==> src/rtl/rf_write_arbiter.sv <==
// rf_write_arbiter: shares the register-file write port (WE3/WA3/WD3) between
// the ALU writeback source (req0) and the load writeback source (req1).
// Round-robin on ties, one registered output stage, read-hazard flags and a
// saturating count of contention cycles.
module rf_write_arbiter #(
  parameter int DATA_W     = 32,
  parameter int ADDR_W     = 5,
  parameter int DISCARD_R0 = 1,
  parameter int CNT_W      = 16
) (
  input  logic              clk,
  input  logic              reset,
  input  logic              req0_valid,
  output logic              req0_ready,
  input  logic [ADDR_W-1:0] req0_addr,
  input  logic [DATA_W-1:0] req0_data,
  input  logic              req1_valid,
  output logic              req1_ready,
  input  logic [ADDR_W-1:0] req1_addr,
  input  logic [DATA_W-1:0] req1_data,
  output logic              rf_we,
  output logic [ADDR_W-1:0] rf_wa,
  output logic [DATA_W-1:0] rf_wd,
  input  logic [ADDR_W-1:0] chk_a1,
  input  logic [ADDR_W-1:0] chk_a2,
  output logic              a1_pending,
  output logic              a2_pending,
  output logic [CNT_W-1:0]  conflict_cnt
);

  typedef enum logic [0:0] {
    PRIO0 = 1'b0,
    PRIO1 = 1'b1
  } prio_e;

  localparam logic [CNT_W-1:0] CNT_MAX = {CNT_W{1'b1}};
  localparam logic [CNT_W-1:0] CNT_ONE = {{(CNT_W-1){1'b0}}, 1'b1};

  prio_e             prio_q, prio_d;
  logic              we_q, we_d;
  logic [ADDR_W-1:0] wa_q, wa_d;
  logic [DATA_W-1:0] wd_q, wd_d;
  logic [CNT_W-1:0]  cnt_q, cnt_d;

  logic              grant0_s;
  logic              grant1_s;
  logic              rf_we_s;

  // An address whose writes are swallowed: the handshake completes, nothing commits.
  function automatic logic addr_dropped(input logic [ADDR_W-1:0] addr);
    return (DISCARD_R0 != 0) && (addr == {ADDR_W{1'b0}});
  endfunction

  // Hazard check for one decode source address against every write in flight.
  function automatic logic addr_pending(
    input logic [ADDR_W-1:0] chk,
    input logic              out_we,
    input logic [ADDR_W-1:0] out_wa,
    input logic              v0,
    input logic [ADDR_W-1:0] a0,
    input logic              v1,
    input logic [ADDR_W-1:0] a1
  );
    logic hit;
    hit = (out_we && (out_wa == chk)) || (v0 && (a0 == chk)) || (v1 && (a1 == chk));
    return hit && !addr_dropped(chk);
  endfunction

  // Grant selection: a lone requester wins, a tie is settled by the priority state.
  always_comb begin
    grant0_s = 1'b0;
    grant1_s = 1'b0;
    if (reset) begin
      grant0_s = 1'b0;
      grant1_s = 1'b0;
    end else if (req0_valid && req1_valid) begin
      case (prio_q)
        PRIO0:   grant0_s = 1'b1;
        PRIO1:   grant1_s = 1'b1;
        default: grant0_s = 1'b1;
      endcase
    end else if (req0_valid) begin
      grant0_s = 1'b1;
    end else if (req1_valid) begin
      grant1_s = 1'b1;
    end else begin
      grant0_s = 1'b0;
      grant1_s = 1'b0;
    end
  end

  // Next-state: priority toggle on grant, output stage load, saturating conflict count.
  always_comb begin
    prio_d = prio_q;
    we_d   = 1'b0;
    wa_d   = wa_q;
    wd_d   = wd_q;
    cnt_d  = cnt_q;
    if (grant0_s) begin
      prio_d = PRIO1;
      we_d   = !addr_dropped(req0_addr);
      wa_d   = req0_addr;
      wd_d   = req0_data;
    end else if (grant1_s) begin
      prio_d = PRIO0;
      we_d   = !addr_dropped(req1_addr);
      wa_d   = req1_addr;
      wd_d   = req1_data;
    end else begin
      prio_d = prio_q;
      we_d   = 1'b0;
    end
    if (req0_valid && req1_valid && (cnt_q != CNT_MAX)) begin
      cnt_d = cnt_q + CNT_ONE;
    end else begin
      cnt_d = cnt_q;
    end
  end

  // State registers with synchronous reset.
  always_ff @(posedge clk) begin
    if (reset) begin
      prio_q <= PRIO0;
      we_q   <= 1'b0;
      wa_q   <= {ADDR_W{1'b0}};
      wd_q   <= {DATA_W{1'b0}};
      cnt_q  <= {CNT_W{1'b0}};
    end else begin
      prio_q <= prio_d;
      we_q   <= we_d;
      wa_q   <= wa_d;
      wd_q   <= wd_d;
      cnt_q  <= cnt_d;
    end
  end

  // A write still sitting in the output stage when reset rises must not reach the RF.
  assign rf_we_s = we_q && !reset;

  // Read-hazard flags for the two decode source addresses.
  always_comb begin
    a1_pending = addr_pending(chk_a1, rf_we_s, wa_q, req0_valid, req0_addr,
                              req1_valid, req1_addr);
    a2_pending = addr_pending(chk_a2, rf_we_s, wa_q, req0_valid, req0_addr,
                              req1_valid, req1_addr);
  end

  assign req0_ready   = grant0_s;
  assign req1_ready   = grant1_s;
  assign rf_we        = rf_we_s;
  assign rf_wa        = wa_q;
  assign rf_wd        = wd_q;
  assign conflict_cnt = cnt_q;

endmodule
==> config.mk <==
export PLATFORM = sky130hd
export DESIGN_NAME = rf_write_arbiter
export DESIGN_NICKNAME = d
export VERILOG_FILES = /design/src/rtl/rf_write_arbiter.sv
export SDC_FILE = /design/constraint.sdc
export NUM_CORES = 1
export LEC_CHECK = 0
export CORE_MARGIN = 4
export CORE_UTILIZATION = 44
export DETAILED_ROUTE_END_ITERATION = 10
export GPL_ROUTABILITY_DRIVEN = 1
export PLACE_DENSITY = 0.84
export SLEW_MARGIN = 15
export SYNTH_ARGS = -nofsm -noshare
export SYNTH_HDL_FRONTEND = slang
export SYNTH_SLANG_ARGS = --single-unit
export TNS_END_PERCENT = 5
==> constraint.sdc <==
create_clock -name clk -period 2.4 [get_ports clk]
set_input_delay 0.36 -clock clk [delete_from_list [all_inputs] [get_ports clk]]
set_output_delay 0.36 -clock clk [all_outputs]
set_load 0.01 [all_outputs]
---- After elaboration in Yosys (flattened, before gate mapping) ----
Cells that the tools add are included.
storage, ports and cells
  register bits after elaboration ......... 55
  bits in latches ......................... 0
  bits in writable memories ............... 0
  ROM bits ................................ 0
  input port bits ......................... 88
  memories ................................ 0
cells by class
  add/subtract/negate cells ............... 1
  multipliers ............................. 0
  divide/modulo/power cells ............... 0
  order comparisons ....................... 0
  equal/unequal tests ..................... 7
  shifts and indexed selects .............. 0
  mux-type cells .......................... 17
  bitwise logic cells ..................... 0
  reductions and logical operators ........ 25
operators with widths
  cell                                                             number
  32-bit two-way mux                                               2
  5-bit == test                                                    6
  5-bit logical NOT                                                4
  16-bit by 1-bit adder with 16-bit output, second input constant  1
  16-bit inequality test, second input constant                    1
  1-bit two-way mux                                                13
  1-bit logical AND                                                11
  5-bit two-way mux                                                2
  1-bit logical NOT                                                5
  1-bit logical OR                                                 4
  2-bit nonzero test                                               1

---- Depth between registers and ports, before layout ----
Gate-level depths: netlist (run 1).
  word-level depth ........................ 6
  gate-level depth with buffers ........... 7

---- Worst setup path after synthesis (run 1) ----
OpenSTA, ideal clock, no wires.
  path kind ............................... reg2reg
  start point ............................. reg cnt_q[7], in the netlist conflict_cnt[7]
  end point ............................... reg cnt_q[13], in the netlist conflict_cnt[13]
  library setup time ...................... 0.070 ns
  arrival ................................. 1.665 ns
  setup slack ............................. 0.665 ns
  stages on the path, launching flop included .. 5
  path buffers ............................ 0
  cells stage by stage .................... dfxtp_1 nand4_4 or4_4 or3_1 a21oi_1
between the ends
  word-level cells in the longest chain between the ends .. 2
  elaborated cells between the ends (all ways) .. 3
RTL lines
  element                                                                           line  text
  from (decl)                                                                       43    logic [CNT_W-1:0] cnt_q, cnt_d;
  from (signal assigned)                                                            127   cnt_q <= {CNT_W{1'b0}};
  from (signal assigned)                                                            133   cnt_q <= cnt_d;
  branches (longest 2 deep; another with 16-bit by 1-bit adder with 16-bit output)  -
Parallel ways; which one is timed is not known.
A chain may end at the register's enable or synchronous reset.

---- Worst setup path after layout (run 1) ----
  start point ............................. in chk_a2[2]
  end point ............................... out a2_pending
between the ends
  word-level cells in the longest chain between the ends .. 5
  elaborated cells between the ends (all ways) .. 11
RTL lines
  element                        line  text
  from (decl)                    25    input logic [ADDR_W-1:0] chk_a2,
  5-bit == test                  65    hit = (out_we && (out_wa == chk)) || (v0 && (a0 == chk)) || (v1 && (a1 == chk));
  1-bit logical AND              65
  1-bit logical OR (2 in a row)  65
  1-bit logical AND *            66    return hit && !addr_dropped(chk);
  to (decl)                      27    output logic a2_pending,
Mark *: on every way between the ends. The rest lies on a longest branch, timed or not.

==> impl_metrics.env, run 1 <==
export IMPL_gp_routability_congestion=0.927
export IMPL_htreeDepth=2
export IMPL_largest_net_degree_at_the_start_of_global_routing=72
export IMPL_grt_antenna_before_repair=0
export IMPL_clockRootBuffer="sky130_fd_sc_hd__clkbuf_8"
export IMPL_layout_nets=612
export IMPL_multiInputGateArea_um2=1690
export IMPL_dominantRegCellSynth="sky130_fd_sc_hd__dfxtp_1"
export IMPL_detail_route_iter0_violations=170
export IMPL_layout_filler_cells=492
export IMPL_place_area_um2=4550
export IMPL_areaGrowthSynthToFinish_pct=59.0
export IMPL_worst_pin_slew_ps=779
export IMPL_postRouteAntennaNets=0
export IMPL_total_of_max_cap_violations=0
export IMPL_pre_cts_slack_ps=-122
export IMPL_synth_ff_latch_count=55
export IMPL_die_height_um=89.6
export IMPL_pin_count=146
export IMPL_worst_path_max_fanout=4
export IMPL_report_final_slew_viol_count=0
export IMPL_period_share_pct=96.1
export IMPL_synthDistinctLibCells=48
export IMPL_synthesis_area_per_instance_um2=7.93
export IMPL_cts_root_to_sink_buffers=2
export IMPL_number_of_search_and_repair_iterations_in_the_first_detailed_routing_pass=4
export IMPL_number_of_rows_created_at_floorplan=29
export IMPL_seq_area_frac_synth_pct=37.6
export IMPL_grt_overflow_total=0
export IMPL_core_area_um2=6390
export IMPL_grt_total_usage_pct=23.3
export IMPL_fin_area_um2=4650
export IMPL_vdd_ir_drop_max_uv=316
export IMPL_tritoncts="done"
export IMPL_wirelength_per_cell_um=16.2
export IMPL_p_leak_nw=1.74
export IMPL_critical_path_class="input pin to output port"
export IMPL_cts_sinks=55
export IMPL_critical_path_arrival_ps=1950
export IMPL_status="finished clean"
export IMPL_yosysWarningCount=0
export IMPL_critical_path_data_required_time_ps=2040
export IMPL_setup_violations_final=0
export IMPL_detail_route_drc_violations=0
export IMPL_critical_path_startpoint_type="input pin"
export IMPL_regToRegStartpoint="conflict_cnt[15]"
export IMPL_start_point_of_the_worst_hold_path="rf_wd[30]"
export IMPL_synth_fp_nets=458
export IMPL_post_layout_total_power_mw=2.10
export IMPL_vias_per_cell=5.56
export IMPL_timing_fmax_ghz=0.433
export IMPL_asyncSetResetFlopFracSynth_pct=0
export IMPL_timing_final_ws_setup_ps=93.2
export IMPL_cts_buffers_inserted=5
export IMPL_route_final_wire_length_um=9740
export IMPL_clkTransAtPathRegs_ps=100
export IMPL_synth_edff_count=0
export IMPL_post_cts_buffers=0
export IMPL_regArea_um2=1100
export IMPL_min_delay_path_class="register to register"
export IMPL_setup_worst_path_end_class="output port"
export IMPL_rsz_0062_raised_after_global_routing="false"
export IMPL_antenna_cells_inserted=0
export IMPL_dp_final_hpwl_um=7470
export IMPL_layout_drive_gt1_share_pct=8.97
export IMPL_placement_io_buffers=145
export IMPL_skew_ps=8.71
export IMPL_synth_area_um2=2930
export IMPL_die_area_um2=8020
export IMPL_grt_pass1_wl_um=14900
export IMPL_slew_headroom_pct=47.6
export IMPL_tns_ps=0
export IMPL_total_power_density_per_cell_area_nw_per_um2=452
export IMPL_first_global_vias=3171
export IMPL_hold_violations=0
export IMPL_postSynthCellCount=369
export IMPL_worst_skew_late_latency_ps=300
export IMPL_period_minus_slack_ps=2310
export IMPL_initial_utilization_pct=45.8
export IMPL_hold_ws_ps=489
export IMPL_overall_via_count_from_detail_route=3341
export IMPL_chipWidth_um=89.6
export IMPL_crit_path_start="chk_a2[2]"
critical path: stages:
cell	delay, ps
sky130_fd_sc_hd__clkdlybuf4s50_1	510
sky130_fd_sc_hd__xor2_1	190
sky130_fd_sc_hd__nor4_1	360
sky130_fd_sc_hd__a32oi_1	110
sky130_fd_sc_hd__a21oi_1	140
sky130_fd_sc_hd__dlygate4sd2_1	280
timing repair:
| item | CTS | global route |
|---|---|---|
| pin swaps | 0 | 1 |
| hold buffers | 0 | 0 |
| setup endpoints to repair | 2 | 1 |
| resized for setup | 1 | 3 |
area by class of cell:
type / count / area share (%)
clock buffers: 5 / 1.48
clock inverters: 3 / 0.403
inverters: 9 / 0.726
multi-input cells: 283 / 36.3
flip-flops and latches: 55 / 23.7
well taps: 77 / 2.07
repair buffers: 169 / 35.3
worst paths after layout:
path | slack, ps | depth (start not counted) | end
max | 90 | 6 | a2_pending
min | 490 | 2 | rf_wd[30]
max reg2reg | 530 | 4 | conflict_cnt[7]
min reg2reg | 490 | 2 | rf_wd[30]
registers in the layout (all words and copies together), names as in the netlist:
register / flops
rf_wd: 32
conflict_cnt: 16
rf_wa: 5
prio_q: 1
we_q: 1
synthesized netlist by cell type (3+ instances only):
master                     instances  area, um^2
sky130_fd_sc_hd__dfxtp_1          55        1100
sky130_fd_sc_hd__or4_1             5        37.5
sky130_fd_sc_hd__a22oi_1           4        30.0
sky130_fd_sc_hd__o31ai_1           4        30.0
sky130_fd_sc_hd__nor3_1            6        30.0
sky130_fd_sc_hd__a311oi_1         33         289
sky130_fd_sc_hd__o21ai_0           7        35.0
sky130_fd_sc_hd__nand4_1           7        43.8
sky130_fd_sc_hd__nor4_1            8        50.1
sky130_fd_sc_hd__clkbuf_1         16        60.1
sky130_fd_sc_hd__nand2_1          75         282
sky130_fd_sc_hd__xnor2_1           4        35.0
sky130_fd_sc_hd__a21oi_1          15        75.1
sky130_fd_sc_hd__nor2_1           47         176
sky130_fd_sc_hd__nor2b_1           3        18.8
sky130_fd_sc_hd__nand3_1          10        50.1
sky130_fd_sc_hd__xor2_1           24         210
sky130_fd_sc_hd__inv_1             9        33.8
metrics by stage:
stage	utilization [%]	instances
2_1_floorplan	-	369
6_report	72.8	601
4_1_cts	72.7	601
5_1_grt	72.8	601
3_5_place_dp	71.3	593
3_3_place_gp	71.3	593
placed cells by master (no fill, tap or decap), types with 2 or more instances in the layout:
| cell | netlist | final |
|---|---|---|
| sky130_fd_sc_hd__dfxtp_1 | 55 | 55 |
| sky130_fd_sc_hd__nor4_1 | 8 | 7 |
| sky130_fd_sc_hd__nor3_1 | 6 | 6 |
| sky130_fd_sc_hd__buf_4 | 0 | 23 |
| sky130_fd_sc_hd__nand2b_1 | 2 | 2 |
| sky130_fd_sc_hd__xor2_1 | 24 | 24 |
| sky130_fd_sc_hd__nand3_1 | 10 | 10 |
| sky130_fd_sc_hd__xnor2_1 | 4 | 4 |
| sky130_fd_sc_hd__nor2_1 | 47 | 47 |
| sky130_fd_sc_hd__nor2b_1 | 3 | 3 |
| sky130_fd_sc_hd__nand2_1 | 75 | 74 |
| sky130_fd_sc_hd__or3_1 | 2 | 2 |
| sky130_fd_sc_hd__clkbuf_8 | 2 | 5 |
| sky130_fd_sc_hd__a311oi_1 | 33 | 33 |
| sky130_fd_sc_hd__or4_2 | 2 | 2 |
| sky130_fd_sc_hd__a21oi_1 | 15 | 15 |
| sky130_fd_sc_hd__a22oi_1 | 4 | 4 |
| sky130_fd_sc_hd__clkdlybuf4s50_1 | 0 | 141 |
| sky130_fd_sc_hd__o21ai_0 | 7 | 6 |
| sky130_fd_sc_hd__or4_1 | 5 | 5 |
| sky130_fd_sc_hd__nand4_1 | 7 | 7 |
| sky130_fd_sc_hd__nor4_2 | 1 | 2 |
| sky130_fd_sc_hd__mux2_2 | 2 | 2 |
| sky130_fd_sc_hd__inv_1 | 9 | 9 |
| sky130_fd_sc_hd__clkinv_2 | 0 | 2 |
| sky130_fd_sc_hd__o31ai_1 | 4 | 4 |
| sky130_fd_sc_hd__dlymetal6s2s_1 | 0 | 2 |
| sky130_fd_sc_hd__and3b_1 | 2 | 2 |
power by group:
| group | switching, mW | internal, mW |
|---|---|---|
| sequential | 0.0406 | 0.970 |
| combinational | 0.243 | 0.323 |
| clock | 0.320 | 0.207 |
kinds of logic (layout without fill, tap and decap cells):
| family | Yosys count | after routing | share of synthesized area, % |
|---|---|---|---|
| AND/OR/NAND/NOR | 178 | 178 | 28.7 |
| multiplexers | 3 | 3 | 1.11 |
| AO/OA/AOI/OAI | 73 | 73 | 18.7 |
| XOR/XNOR | 28 | 28 | 8.38 |
| flip-flops | 55 | 55 | 37.6 |
| adder cells (fa/ha/maj) | 1 | 1 | 0.427 |
| buffers and inverters | 31 | 186 | 5.04 |
routing by layer:
| metal | GRT usage, % | up-vias | share of wire, % |
|---|---|---|---|
| li1 | - | 1635 | - |
| met1 | 29.5 | 1569 | 42 |
| met2 | 38.8 | 127 | 49 |
| met3 | 8.20 | 10 | 8.7 |
| met4 | 3.65 | 0 | 0.88 |
| met5 | 0 | - | 0 |
Note: power is estimated with default switching activity, not from simulation.
==> inputs of run 2 (changes only) <==
--- a/config.mk
+++ b/config.mk
@@ -5,6 +5,7 @@
 export SDC_FILE = /design/constraint.sdc
 export NUM_CORES = 1
 export LEC_CHECK = 0
+export CORE_ASPECT_RATIO = 0.75
 export CORE_MARGIN = 4
 export CORE_UTILIZATION = 44
 export DETAILED_ROUTE_END_ITERATION = 10
==> impl_metrics.env, run 2 (synthesized netlist as in run 1, its figures left out) <==
export IMPL_status="finished clean"
export IMPL_layout_nets=615
export IMPL_min_delay_path_class="register to register"
export IMPL_setup_worst_path_end_class="output port"
export IMPL_worst_path_max_delay_cell="sky130_fd_sc_hd__clkdlybuf4s50_1"
export IMPL_tritoncts="done"
export IMPL_timing_critical_path_mode_cell="sky130_fd_sc_hd__clkdlybuf4s50_1"
export IMPL_worst_skew_late_latency_ps=310
export IMPL_max_ffs_per_register=32
export IMPL_vdd_ir_drop_max_uv=260
export IMPL_chipWidth_um=102
export IMPL_period_minus_slack_ps=2280
export IMPL_post_layout_total_power_mw=2.14
export IMPL_mostFrequentLayoutCells="136 x sky130_fd_sc_hd__clkdlybuf4s50_1, 74 x sky130_fd_sc_hd__nand2_1, 55 x sky130_fd_sc_hd__dfxtp_1"
export IMPL_total_power_density_per_cell_area_nw_per_um2=457
export IMPL_pin_count=146
export IMPL_initial_utilization_pct=45.9
export IMPL_period_share_pct=94.9
export IMPL_layout_drive_gt1_share_pct=9.49
export IMPL_worst_path_buf_inv=4
export IMPL_grt_met1_usage_pct=31.3
export IMPL_worst_pin_slew_ps=812
export IMPL_core_area_um2=6380
export IMPL_number_of_rows_created_at_floorplan=25
export IMPL_areaGrowthSynthToFinish_pct=60.1
export IMPL_setup_violations_final=0
export IMPL_htreeDepth=2
export IMPL_rsz_0062_raised_after_global_routing="false"
export IMPL_grt_antenna_before_repair=0
export IMPL_grt_pass1_wl_um=15700
export IMPL_clkTransAtPathRegs_ps=100
export IMPL_critical_path_arrival_ps=1920
export IMPL_critical_path_data_required_time_ps=2040
export IMPL_crit_path_start="req0_valid"
export IMPL_overall_via_count_from_detail_route=3365
export IMPL_p_leak_nw=1.78
export IMPL_start_point_of_the_worst_hold_path="rf_wd[1]"
export IMPL_number_of_search_and_repair_iterations_in_the_first_detailed_routing_pass=4
export IMPL_antenna_cells_inserted=0
export IMPL_max_stage_delay_ps=610
export IMPL_detail_route_drc_violations=0
export IMPL_gp_routability_congestion=1.06
export IMPL_vias_per_cell=5.53
export IMPL_wirelength_per_cell_um=16.2
export IMPL_cp_cell_instances="clkdlybuf4s50_1, inv_1, buf_4, o21ai_2, nor2_1, clkdlybuf4s50_1"
export IMPL_cts_sinks=55
export IMPL_worst_path_max_fanout=5
export IMPL_busiest_layer="met2"
export IMPL_hold_violations=0
export IMPL_grt_total_usage_pct=24.0
export IMPL_cts_buffers_inserted=5
export IMPL_critical_path_startpoint_type="input pin"
export IMPL_report_final_slew_viol_count=0
export IMPL_grt_overflow_total=0
export IMPL_final_util_pct=73.4
export IMPL_total_of_max_cap_violations=0
export IMPL_largest_net_degree_at_the_start_of_global_routing=72
export IMPL_timing_fmax_ghz=0.439
export IMPL_critical_path_class="input pin to output port"
export IMPL_slew_headroom_pct=45.3
export IMPL_met2_demand_to_capacity_share_in_global_routing_pct=39.8
export IMPL_postRouteAntennaNets=0
export IMPL_route_final_wire_length_um=9860
export IMPL_dp_final_hpwl_um=7410
export IMPL_cts_root_to_sink_buffers=2
export IMPL_die_area_um2=8030
export IMPL_grt_met3_usage_pct=5.24
export IMPL_timing_critical_path_max_delay_family="buffers and inverters"
export IMPL_placement_io_buffers=145
export IMPL_regToRegStartpoint="conflict_cnt[0]"
export IMPL_clockRootBuffer="sky130_fd_sc_hd__clkbuf_8"
export IMPL_layout_cells_most_common="sky130_fd_sc_hd__clkdlybuf4s50_1"
export IMPL_die_height_um=78.6
export IMPL_detail_route_iter0_violations=167
export IMPL_skew_ps=11.9
export IMPL_first_global_vias=3236
## run 2: changes by cell type in the layout (fill, tap and decap cells not counted), sizes merged
cell,before,now
clkdlybuf4s50,141,136
buf,25,28
dlymetal6s2s,2,5
clkbuf,5,7
clkinv,2,0
dlygate4sd2,1,3
clkinvlp,0,1
inv,10,9
## run 2: path summary, 6_finish.rpt
path | endpoint | slack (ps) | cells after the start
setup / recovery | req1_ready | 120 | 6
hold / removal | rf_wd[1] | 490 | 2
setup reg to reg | conflict_cnt[7] | 460 | 5
hold reg to reg | rf_wd[1] | 490 | 2
## run 2: layout make-up
cell class / count / area (um^2)
clock buffer: 7 / 96.3
clock inverter: 1 / 7.51
fill: 504 / 1700
inverter: 9 / 33.8
multi-input combinational: 283 / 1690
sequential: 55 / 1100
tap: 81 / 101
timing repair buffer: 172 / 1660
## run 2: tightest hold or removal path: cells and delay by family, from the launching register on
kind / cells / cell delay [ps]
AOI/OAI and AO/OA: 1 / 80
DFF: 1 / 320
and+or+nand+nor: 1 / 50
## run 2: timing repair
action                                  in CTS  in global routing
setup buffers                                0                  0
hold buffers                                 0                  0
endpoints found under the setup margin       2                  2
pin swaps                                    0                  2
cloned                                       0                  0
resized for setup                            3                  6
## run 2: metrics by stage
step,setup TNS [ps],cells,hold slack (ps),instance area [um^2],setup WS [ps]
2_1_floorplan,0,369,484,2930,665
3_3_place_gp,-150,600,467,4570,-91.8
3_5_place_dp,-223,600,472,4570,-140
4_1_cts,-74.0,608,488,4670,-74.0
5_1_grt,0,608,506,4690,41.8
6_report,0,608,485,4690,121
## run 2: per-layer routing
metal,share of wire [%],wire [um]
met2,47,4640
met5,0,0
met4,1.2,123
met3,9.0,885
met1,43,4210
## run 2: report_power, final
part | internal, mW | switching, mW | leakage [nW] | total [mW]
combinational | 0.320 | 0.242 | 1.28 | 0.562
clock | 0.263 | 0.306 | 0.0505 | 0.569
sequential | 0.970 | 0.0377 | 0.452 | 1.01
